`config.mk`:
```
export PLATFORM = sky130hd
export DESIGN_NAME = life_pixel_renderer
export DESIGN_NICKNAME = d
export VERILOG_FILES = /design/src/rtl/life_pkg.sv /design/src/rtl/life_popcount_scanner.sv /design/src/rtl/life_pixel_renderer.sv
export SDC_FILE = /design/constraint.sdc
export NUM_CORES = 1
export LEC_CHECK = 0
export CAP_MARGIN = 20
export CORE_MARGIN = 2
export CORE_UTILIZATION = 41
export CTS_BUF_LIST = sky130_fd_sc_hd__clkbuf_8
export DETAILED_ROUTE_END_ITERATION = 10
export MAX_ROUTING_LAYER = met4
export PLACE_DENSITY = 0.65
export SLEW_MARGIN = 5
export SYNTH_ARGS = -nofsm -noshare
export SYNTH_HDL_FRONTEND = slang
export SYNTH_SLANG_ARGS = --single-unit
```
`constraint.sdc`:
```
create_clock -name clk_in -period 13 [get_ports clk_in]
set_clock_uncertainty 0.2 [all_clocks]
set_input_delay 1.95 -clock clk_in [delete_from_list [all_inputs] [get_ports clk_in]]
set_output_delay 1.95 -clock clk_in [all_outputs]
set_load 0.01 [all_outputs]
```
`src/rtl/life_pkg.sv`:
```
// Shared constants, colours and scan-state encoding for the life-grid
// pixel renderer and its population scanner.
package life_pkg;

  localparam int unsigned L        = 16;
  localparam int unsigned L2       = L * L;
  localparam int unsigned COORD_W  = 10;
  localparam int unsigned LOG_L    = $clog2(L);
  localparam int unsigned IDX_W    = $clog2(L2);
  localparam int unsigned POP_W    = $clog2(L2) + 1;
  localparam int unsigned ZOOM_W   = 3;
  localparam int unsigned RGB_W    = 4;
  localparam int unsigned ACTIVE_W = 480;
  localparam int unsigned V_SNAP   = 480;

  localparam logic [RGB_W-1:0] ALIVE_RGB = 4'h1;
  localparam logic [RGB_W-1:0] DARK_RGB  = 4'hC;
  localparam logic [RGB_W-1:0] LIGHT_RGB = 4'hF;

  typedef enum logic [1:0] {
    IDLE = 2'd0,
    SCAN = 2'd1,
    DONE = 2'd2
  } scan_state_e;

endpackage

```
`src/rtl/life_popcount_scanner.sv`:
```
// Serial live-cell counter: walks the grid snapshot one cell per clock after
// each snapshot strobe and publishes the total with a one-cycle valid pulse.
module life_popcount_scanner
  import life_pkg::*;
(
  input  logic             clk_in,
  input  logic             rst,
  input  logic             snap_i,
  input  logic [L2-1:0]    status_snap_i,
  output logic [POP_W-1:0] population_o,
  output logic             population_valid_o
);

  scan_state_e      state_q, state_d;
  logic [IDX_W-1:0] index_q, index_d;
  logic [POP_W-1:0] acc_q, acc_d;
  logic [POP_W-1:0] pop_q, pop_d;
  logic             valid_q, valid_d;

  always_ff @(posedge clk_in or posedge rst) begin
    if (rst) begin
      state_q <= IDLE;
      index_q <= '0;
      acc_q   <= '0;
      pop_q   <= '0;
      valid_q <= 1'b0;
    end else begin
      state_q <= state_d;
      index_q <= index_d;
      acc_q   <= acc_d;
      pop_q   <= pop_d;
      valid_q <= valid_d;
    end
  end

  // A new snapshot always restarts the walk, discarding any partial count.
  always_comb begin
    state_d = state_q;
    index_d = index_q;
    acc_d   = acc_q;
    pop_d   = pop_q;
    valid_d = 1'b0;
    if (snap_i) begin
      state_d = SCAN;
      index_d = '0;
      acc_d   = '0;
    end else begin
      case (state_q)
        IDLE: state_d = IDLE;
        SCAN: begin
          acc_d   = acc_q + POP_W'(status_snap_i[index_q]);
          index_d = index_q + IDX_W'(1);
          if (index_q == IDX_W'(L2 - 1)) begin
            state_d = DONE;
            pop_d   = acc_d;
            valid_d = 1'b1;
          end
        end
        DONE:    state_d = IDLE;
        default: state_d = IDLE;
      endcase
    end
  end

  assign population_o       = pop_q;
  assign population_valid_o = valid_q;

endmodule

```
`src/rtl/life_pixel_renderer.sv`:
```
// Renders a once-per-frame snapshot of the life grid onto the 480p raster
// with zoom/pan, two-stage registered RGB and matching sync delay.
module life_pixel_renderer
  import life_pkg::*;
(
  input  logic               clk_in,
  input  logic               rst,
  input  logic [L2-1:0]      status,
  input  logic [COORD_W-1:0] sx,
  input  logic [COORD_W-1:0] sy,
  input  logic               de,
  input  logic               hsync_in,
  input  logic               vsync_in,
  input  logic [ZOOM_W-1:0]  zoom,
  input  logic [LOG_L-1:0]   pan_x,
  input  logic [LOG_L-1:0]   pan_y,
  output logic [RGB_W-1:0]   vga_r,
  output logic [RGB_W-1:0]   vga_g,
  output logic [RGB_W-1:0]   vga_b,
  output logic               hsync_out,
  output logic               vsync_out,
  output logic [POP_W-1:0]   population,
  output logic               population_valid
);

  logic snap_c;

  logic [L2-1:0]     status_snap_q, status_snap_d;
  logic [ZOOM_W-1:0] zoom_snap_q, zoom_snap_d;
  logic [LOG_L-1:0]  pan_x_snap_q, pan_x_snap_d;
  logic [LOG_L-1:0]  pan_y_snap_q, pan_y_snap_d;

  logic [LOG_L-1:0]  cx_q, cx_d;
  logic [LOG_L-1:0]  cy_q, cy_d;
  logic              checker_q, checker_d;
  logic              visible_q, visible_d;
  logic              hs1_q, hs1_d;
  logic              vs1_q, vs1_d;

  logic [IDX_W-1:0]  idx_c;
  logic [RGB_W-1:0]  rgb_q, rgb_d;
  logic              hs2_q, hs2_d;
  logic              vs2_q, vs2_d;

  // Snapshot on the first blanking line so the whole visible frame is coherent.
  assign snap_c = (sy == COORD_W'(V_SNAP)) && (sx == '0);

  // L is a power of two, so L-1-c is the bitwise inverse of c.
  assign idx_c = {~cy_q, ~cx_q};

  always_comb begin
    status_snap_d = status_snap_q;
    zoom_snap_d   = zoom_snap_q;
    pan_x_snap_d  = pan_x_snap_q;
    pan_y_snap_d  = pan_y_snap_q;
    if (snap_c) begin
      status_snap_d = status;
      zoom_snap_d   = zoom;
      pan_x_snap_d  = pan_x;
      pan_y_snap_d  = pan_y;
    end

    cx_d      = LOG_L'(sx >> zoom_snap_q) + pan_x_snap_q;
    cy_d      = LOG_L'(sy >> zoom_snap_q) + pan_y_snap_q;
    checker_d = sx[zoom_snap_q] ^ sy[zoom_snap_q];
    visible_d = de && (sx < COORD_W'(ACTIVE_W));
    hs1_d     = hsync_in;
    vs1_d     = vsync_in;

    rgb_d = '0;
    if (visible_q) begin
      if (status_snap_q[idx_c]) rgb_d = ALIVE_RGB;
      else if (checker_q)       rgb_d = DARK_RGB;
      else                      rgb_d = LIGHT_RGB;
    end
    hs2_d = hs1_q;
    vs2_d = vs1_q;
  end

  always_ff @(posedge clk_in or posedge rst) begin
    if (rst) begin
      status_snap_q <= '0;
      zoom_snap_q   <= '0;
      pan_x_snap_q  <= '0;
      pan_y_snap_q  <= '0;
      cx_q          <= '0;
      cy_q          <= '0;
      checker_q     <= 1'b0;
      visible_q     <= 1'b0;
      hs1_q         <= 1'b1;
      vs1_q         <= 1'b1;
      rgb_q         <= '0;
      hs2_q         <= 1'b1;
      vs2_q         <= 1'b1;
    end else begin
      status_snap_q <= status_snap_d;
      zoom_snap_q   <= zoom_snap_d;
      pan_x_snap_q  <= pan_x_snap_d;
      pan_y_snap_q  <= pan_y_snap_d;
      cx_q          <= cx_d;
      cy_q          <= cy_d;
      checker_q     <= checker_d;
      visible_q     <= visible_d;
      hs1_q         <= hs1_d;
      vs1_q         <= vs1_d;
      rgb_q         <= rgb_d;
      hs2_q         <= hs2_d;
      vs2_q         <= vs2_d;
    end
  end

  assign vga_r     = rgb_q;
  assign vga_g     = rgb_q;
  assign vga_b     = rgb_q;
  assign hsync_out = hs2_q;
  assign vsync_out = vs2_q;

  life_popcount_scanner u_scanner (
    .clk_in             (clk_in),
    .rst                (rst),
    .snap_i             (snap_c),
    .status_snap_i      (status_snap_q),
    .population_o       (population),
    .population_valid_o (population_valid)
  );

endmodule

```
==> key figures, run 1 <==
Run status
  • Status: finished clean

Die
  • Ports: 316
  • Die W: 205 um
  • Die area: 42,100 um^2
  • Num rows: 73
  • Core area: 39,800 um^2
  • Initial Util: 41.6%
  • Chip height: 205 um

Routing
  • First-pass DRT Iterations: 5
  • DR iter-0 viols: 644
  • WL/cell: 23.1 um
  • DRC Markers: 0
  • WL final: 46.1 mm
  • Post-route ant nets: 0
  • DR vias: 11,079
  • Via/cell ratio: 5.55

Yosys
  • Yosys warnings: 0
  • Synth cell count leaders: 309 x dfrtp_1, 273 x mux2_2, 130 x mux4_2
  • Post-Syn Area: 16,600 um^2
  • Post-synth top area share: 46.6%
  • Synthesis-stage register bit count: 313
  • Net Count, Synth: 1,428
  • Count leader, synth: dfrtp_1
  • Seq/Total Area, Yosys: 47.3%
  • EDFF count, synth: 0
  • Leading area contributor after synthesis: dfrtp_1
  • Synth area leaders: dfrtp_1 47%, mux2_2 19%, mux4_2 18%, mux4_1 1.9%, mux2i_1 1.7%
  • Synthesized instance count: 1,125
  • Avg Cell Area, Syn: 14.7 um^2
  • Top FF cell, synth: dfrtp_1
  • Distinct cells, synth: 54
  • Fraction of registers with async set/reset: 100%

Hold path
  • Hold Crit Class: reg -> reg

Cells and area
  • Area growth, synth to finish: 28.5%
  • Non-Filler Instances: 1,998
  • Final Cell Area: 21,300 um^2
  • # fillers: 3,393
  • Fin util: 53.5%
  • Final #Nets: 1,722
  • Layout cells sized above 1: 35.0%

Global route
  • Largest net degree at the start of global routing: 187
  • Congestion Overflow GR: 0
  • Total GRT Usage: 23.1%
  • Vias in the first global route: 11,818
  • First-pass GRT wire length: 70.4 mm
  • Initial antenna violation count: 9

Clocking
  • Post-CTS Repair Setup Buffers: 0
  • Clock Pin Slew Worst Setup and Hold Paths: 70 ps
  • Quantity of gates resized following cts: 0
  • CTS tree: yes
  • Worst-Skew Late Latency: 630 ps
  • H-tree level count: 2
  • Cts hold-fix bufs: 0
  • Total CTS buffers: 54
  • CTS sink count: 313
  • Clk root buf: clkbuf_8
  • CTS max path bufs: 3

Power and ir drop
  • Cell Pwr Density: 99.5 nW/um^2
  • VDD IR-drop max: 0.0677 mV
  • Overall power: 2.12 mW
  • Leak: 9.48 nW

Placed design
  • Dpl ws: 7250 ps
  • Placed standard-cell area: 20,100 um^2
  • Placed Cells: 1,888
  • Port buffer count: 315
  • Gpl congestion: 0.804
  • Hpwl dp: 32.2 mm

Setup path
  • Crit path capture type: flip-flop
  • CP Launch Type: flip-flop
  • Critical path class: reg -> reg
  • Critical path arrival: 5410 ps
  • Max FO, Critical Path: 41
  • CP required: 13,270 ps

STA
  • Worst hold margin: 147 ps
  • Final setup viols: 0
  • Post-route setup slack: 7860 ps
  • RSZ-0062 raised after global routing: false
  • Relative slew slack: 20.6%
  • TNS Setup: 0 ps
  • Max Freq: 0.194 GHz
  • Worst-margin pin slew: 1190 ps
  • Fin. Hold Viols: 0
  • Final critical-path share of the clock period: 39.6%
  • Min Tclk post-route: 5140 ps
  • Final-report max-slew violation count: 0

Job
  • # Max-Cap Violations: 0
worst max-delay path, stage by stage (launching register included):
cell      delay [ps]
dfrtp_4          770
buf_4            760
mux4_2           610
mux4_2           490
mux4_2           520
o211ai_1         200
o211ai_1         160
ha_1             230
ha_1             220
and3_1           220
nand3_1          150
nor2_1            90
nand3_1          110
xor2_1           160
nor2_1            50
layout make-up:
type                            instances  area (um^2)  share of cell area [%]
Antenna cell                            9         22.5                   0.106
Clock buffer                           73         1000                    4.72
Clock inverter                         28          170                   0.799
Inverter                               20         82.6                   0.388
Multi-Input combinational cell        703         8240                    38.7
Sequential cell                       313         7850                    36.9
Tap cell                              525          657                    3.08
Timing Repair Buffer                  327         3270                    15.3
metal layers:
layer | wire length (um) | track usage (%) | part of all wire, % | vias up
li1 | - | - | - | 4923
met1 | 19700 | 30.2 | 43 | 5700
met2 | 22000 | 35.5 | 48 | 367
met3 | 3030 | 4.87 | 6.6 | 89
met4 | 1480 | 8.74 | 3.2 | 0
met5 | 0 | - | 0 | -
registers in the layout, indices dropped and copies added (netlist names), 2 cells and up:
name,cells
vga_b,3
pan_y_snap_q,4
u_scanner.index_q,8
u_scanner.population_o,9
status_snap_q,256
zoom_snap_q,3
u_scanner.state_q,2
pan_x_snap_q,4
u_scanner.acc_q,9
cy_q,4
cx_q,4
logic make-up after synthesis:
group	share of synthesized area, %
mux	40.1
flops	47.3
simple gates	3.77
buf+inv	3.01
compound gates	3.53
xor+xnor	1.37
fa+ha+maj	0.921
where the power goes:
part,leakage [nW],total [mW],switching (mW),internal [mW]
sequential,4.20,0.989,0.0102,0.979
combinational,4.60,0.171,0.0691,0.101
clock,0.676,0.960,0.422,0.539
total,9.48,2.12,0.501,1.62
layout by cell type (no fill, tap or decap), drive strengths merged, types with 16 or more instances in the layout:
cell / synthesis / routed
nor2: 31 / 31
clkdlybuf4s50: 0 / 315
a21oi: 23 / 23
a22oi: 21 / 21
mux4: 144 / 144
dfrtp: 309 / 309
nand2: 52 / 52
mux2: 273 / 273
clkbuf: 52 / 73
xnor2: 16 / 16
inv: 19 / 39
mux2i: 28 / 28
o21ai: 16 / 16
worst paths after layout:
kind                            cells past startpoint  slack [ps]                             end                        startpoint
max in group asynchronous                           3        9210  status_snap_q[200]$_DFFE_PP0P_                               rst
worst min-delay path                                0         150             hsync_out$_DFF_PP1_                   hs1_q$_DFF_PP1_
min in group asynchronous                           2        1660   status_snap_q[26]$_DFFE_PP0P_                               rst
worst min register to register                      0         150             hsync_out$_DFF_PP1_                   hs1_q$_DFF_PP1_
worst max-delay path                               14        7860  u_scanner.acc_q[8]$_DFFE_PP0P_  u_scanner.index_q[0]$_DFFE_PP0P_
worst max register to register                     14        7860  u_scanner.acc_q[8]$_DFFE_PP0P_  u_scanner.index_q[0]$_DFFE_PP0P_
No activity file was read; power rests on OpenSTA's default activity.
==> run 2, diff against run 1 <==
--- a/config.mk
+++ b/config.mk
@@ -11,7 +11,7 @@
 export CTS_BUF_LIST = sky130_fd_sc_hd__clkbuf_8
 export DETAILED_ROUTE_END_ITERATION = 10
 export MAX_ROUTING_LAYER = met4
-export PLACE_DENSITY = 0.65
+export PLACE_DENSITY = 0.68
 export SLEW_MARGIN = 5
 export SYNTH_ARGS = -nofsm -noshare
 export SYNTH_HDL_FRONTEND = slang
==> constraint.sdc (replaced) <==
create_clock -name clk_in -period 4.6 [get_ports clk_in]
set_clock_uncertainty 0.2 [all_clocks]
set_input_delay 0.69 -clock clk_in [delete_from_list [all_inputs] [get_ports clk_in]]
set_output_delay 0.69 -clock clk_in [all_outputs]
set_load 0.01 [all_outputs]
==> run 2 against run 1 <==
Critical endpoint unchanged. Clock power grew to 2.9 times the previous value. Sequential share of layout area fell by 0.37 points. Sequential power grew to 2.8 times the previous value. Die area did not move. Cell area grew 1.0%. Via count rose by 1.4%. Critical path type unchanged.
==> key figures, run 2 (same netlist as run 1, synthesis figures left out) <==
Setup path
  • CP Launch Type: flip-flop
  • Crit path capture type: flip-flop
  • Max FO, Critical Path: 26
  • CP required: 4890 ps
  • Critical path arrival: 4550 ps
  • Critical path class: reg -> reg
  • CP peak stage delay: 640 ps
  • Slowest cell on the critical path: dfrtp_4
  • CP Cell Sequence: buf_12 > buf_12 > mux4_2 > mux4_2 > nand2_1 > nand4_1 > o211ai_1 > o211ai_1 > ha_1 > ha_1 > and3_1 > nand3_1 > nor2_1 > nand3_1 > xor2_1 > nor2_1

Power and ir drop
  • Leak: 9.55 nW
  • VDD IR-drop max: 0.178 mV
  • Cell Pwr Density: 284 nW/um^2
  • Overall power: 6.11 mW

Cells and area
  • Multi-input gate area: 8240 um^2
  • Max FFs per register: 256
  • Area growth, synth to finish: 29.8%
  • Reg with most FFs: status_snap_q
  • Fin util: 54.0%
  • Layout cells sized above 1: 35.4%
  • Most frequent cells in the layout: 315 x clkdlybuf4s50_1, 305 x dfrtp_1, 273 x mux2_2
  • Commonest non-fill, non-tap cell in the layout: clkdlybuf4s50_1
  • # fillers: 3,354
  • FF+latch area: 7850 um^2
  • Final #Nets: 1,732

Routing
  • Post-route ant nets: 0
  • DR iter-0 viols: 594
  • DR vias: 11,238
  • WL/cell: 23.2 um
  • DRC Markers: 0
  • First-pass DRT Iterations: 5
  • Via/cell ratio: 5.60
  • WL final: 46.6 mm

STA
  • Worst-margin pin slew: 1070 ps
  • Final setup viols: 0
  • Fin. Hold Viols: 0
  • Final-report max-slew violation count: 0
  • Relative slew slack: 28.6%
  • Min Tclk post-route: 4260 ps
  • RSZ-0062 raised after global routing: false
  • Final critical-path share of the clock period: 92.6%
  • Post-route setup slack: 339 ps
  • Max Freq: 0.235 GHz

Clocking
  • CTS sink count: 313
  • Worst-Skew Late Latency: 640 ps
  • Total CTS buffers: 54
  • Clock Pin Slew Worst Setup and Hold Paths: 60 ps
  • Post-CTS Repair Setup Buffers: 0
  • Quantity of gates resized following cts: 0
  • CTS max path bufs: 3
  • H-tree level count: 2
  • Clk root buf: clkbuf_8
  • Cts hold-fix bufs: 0
  • CTS tree: yes

Die
  • Core area: 39,800 um^2
  • Initial Util: 41.6%
  • Num rows: 73
  • Ports: 316
  • Die area: 42,100 um^2
  • Die W: 205 um
  • Chip height: 205 um

Global route
  • Vias in the first global route: 11,865
  • Largest net degree at the start of global routing: 130
  • First-pass GRT wire length: 70.9 mm
  • Congestion Overflow GR: 0
  • Total GRT Usage: 23.3%
  • Initial antenna violation count: 13

Placed design
  • Dpl ws: 370 ps
  • Gpl congestion: 0.874
  • Port buffer count: 315
  • Hpwl dp: 34.6 mm

Job
  • # Max-Cap Violations: 0

Hold path
  • Hold Crit Class: in -> async

Run status
  • Status: finished clean
[run 2: path summary, 6_finish.rpt]
| check | startpoint | to | slack [ps] | cells after the start |
|---|---|---|---|---|
| max in group asynchronous | rst | status_snap_q[238]$_DFFE_PP0P_ | 3090 | 3 |
| min in group clk_in | hs1_q$_DFF_PP1_ | hsync_out$_DFF_PP1_ | 160 | 0 |
| setup reg to reg | u_scanner.index_q[0]$_DFFE_PP0P_ | u_scanner.acc_q[8]$_DFFE_PP0P_ | 340 | 16 |
| hold reg to reg | hs1_q$_DFF_PP1_ | hsync_out$_DFF_PP1_ | 160 | 0 |
| setup / recovery | u_scanner.index_q[0]$_DFFE_PP0P_ | u_scanner.acc_q[8]$_DFFE_PP0P_ | 340 | 16 |
| hold / removal | rst | status_snap_q[97]$_DFFE_PP0P_ | 150 | 2 |
[run 2: critical path, delay by kind of cell (launching register included)]
family | cells | cell delay [ps]
mux | 2 | 1020
simple gates | 7 | 810
flops | 1 | 640
buf+inv | 2 | 500
fa+ha+maj | 2 | 430
compound gates | 2 | 350
xor+xnor | 1 | 150
[run 2: layer usage]
metal  wire [um]  GRT usage, %  vias to the layer above  part of all wire [%]
met5           0             -                        -                     0
met4        1560          8.89                        0                   3.3
met3        2920          4.76                       86                   6.3
met2       22800          36.6                      421                    49
met1       19300          29.8                     5801                    41
li1            -             -                     4930                     -
[run 2: cell type report]
class	instances	area share [%]
diodes	14	0.163
inverters	20	0.366
flip-flops and latches	313	36.5
clock inverters	30	1.45
clock buffers	65	4.16
repair buffers	337	16.0
multi-input cells	703	38.3
well taps	525	3.05
[run 2: per-stage QoR]
stage / instance area (um^2) / hold slack [ps] / std cells / setup TNS [ps]
after floorplan: 16600 / 145 / 1125 / -140790
after global placement: 20300 / 146 / 1898 / 0
after detailed placement: 20300 / 148 / 1898 / 0
after CTS: 21500 / 106 / 1993 / 0
after global routing: 21500 / 139 / 2006 / 0
final: 21500 / 154 / 2007 / 0
[run 2: power breakdown]
group / internal, mW / leakage (nW) / switching [mW]
registers: 2.77 / 4.20 / 0.0345
clock network: 1.67 / 0.679 / 1.16
logic: 0.294 / 4.68 / 0.185
total: 4.73 / 9.55 / 1.38
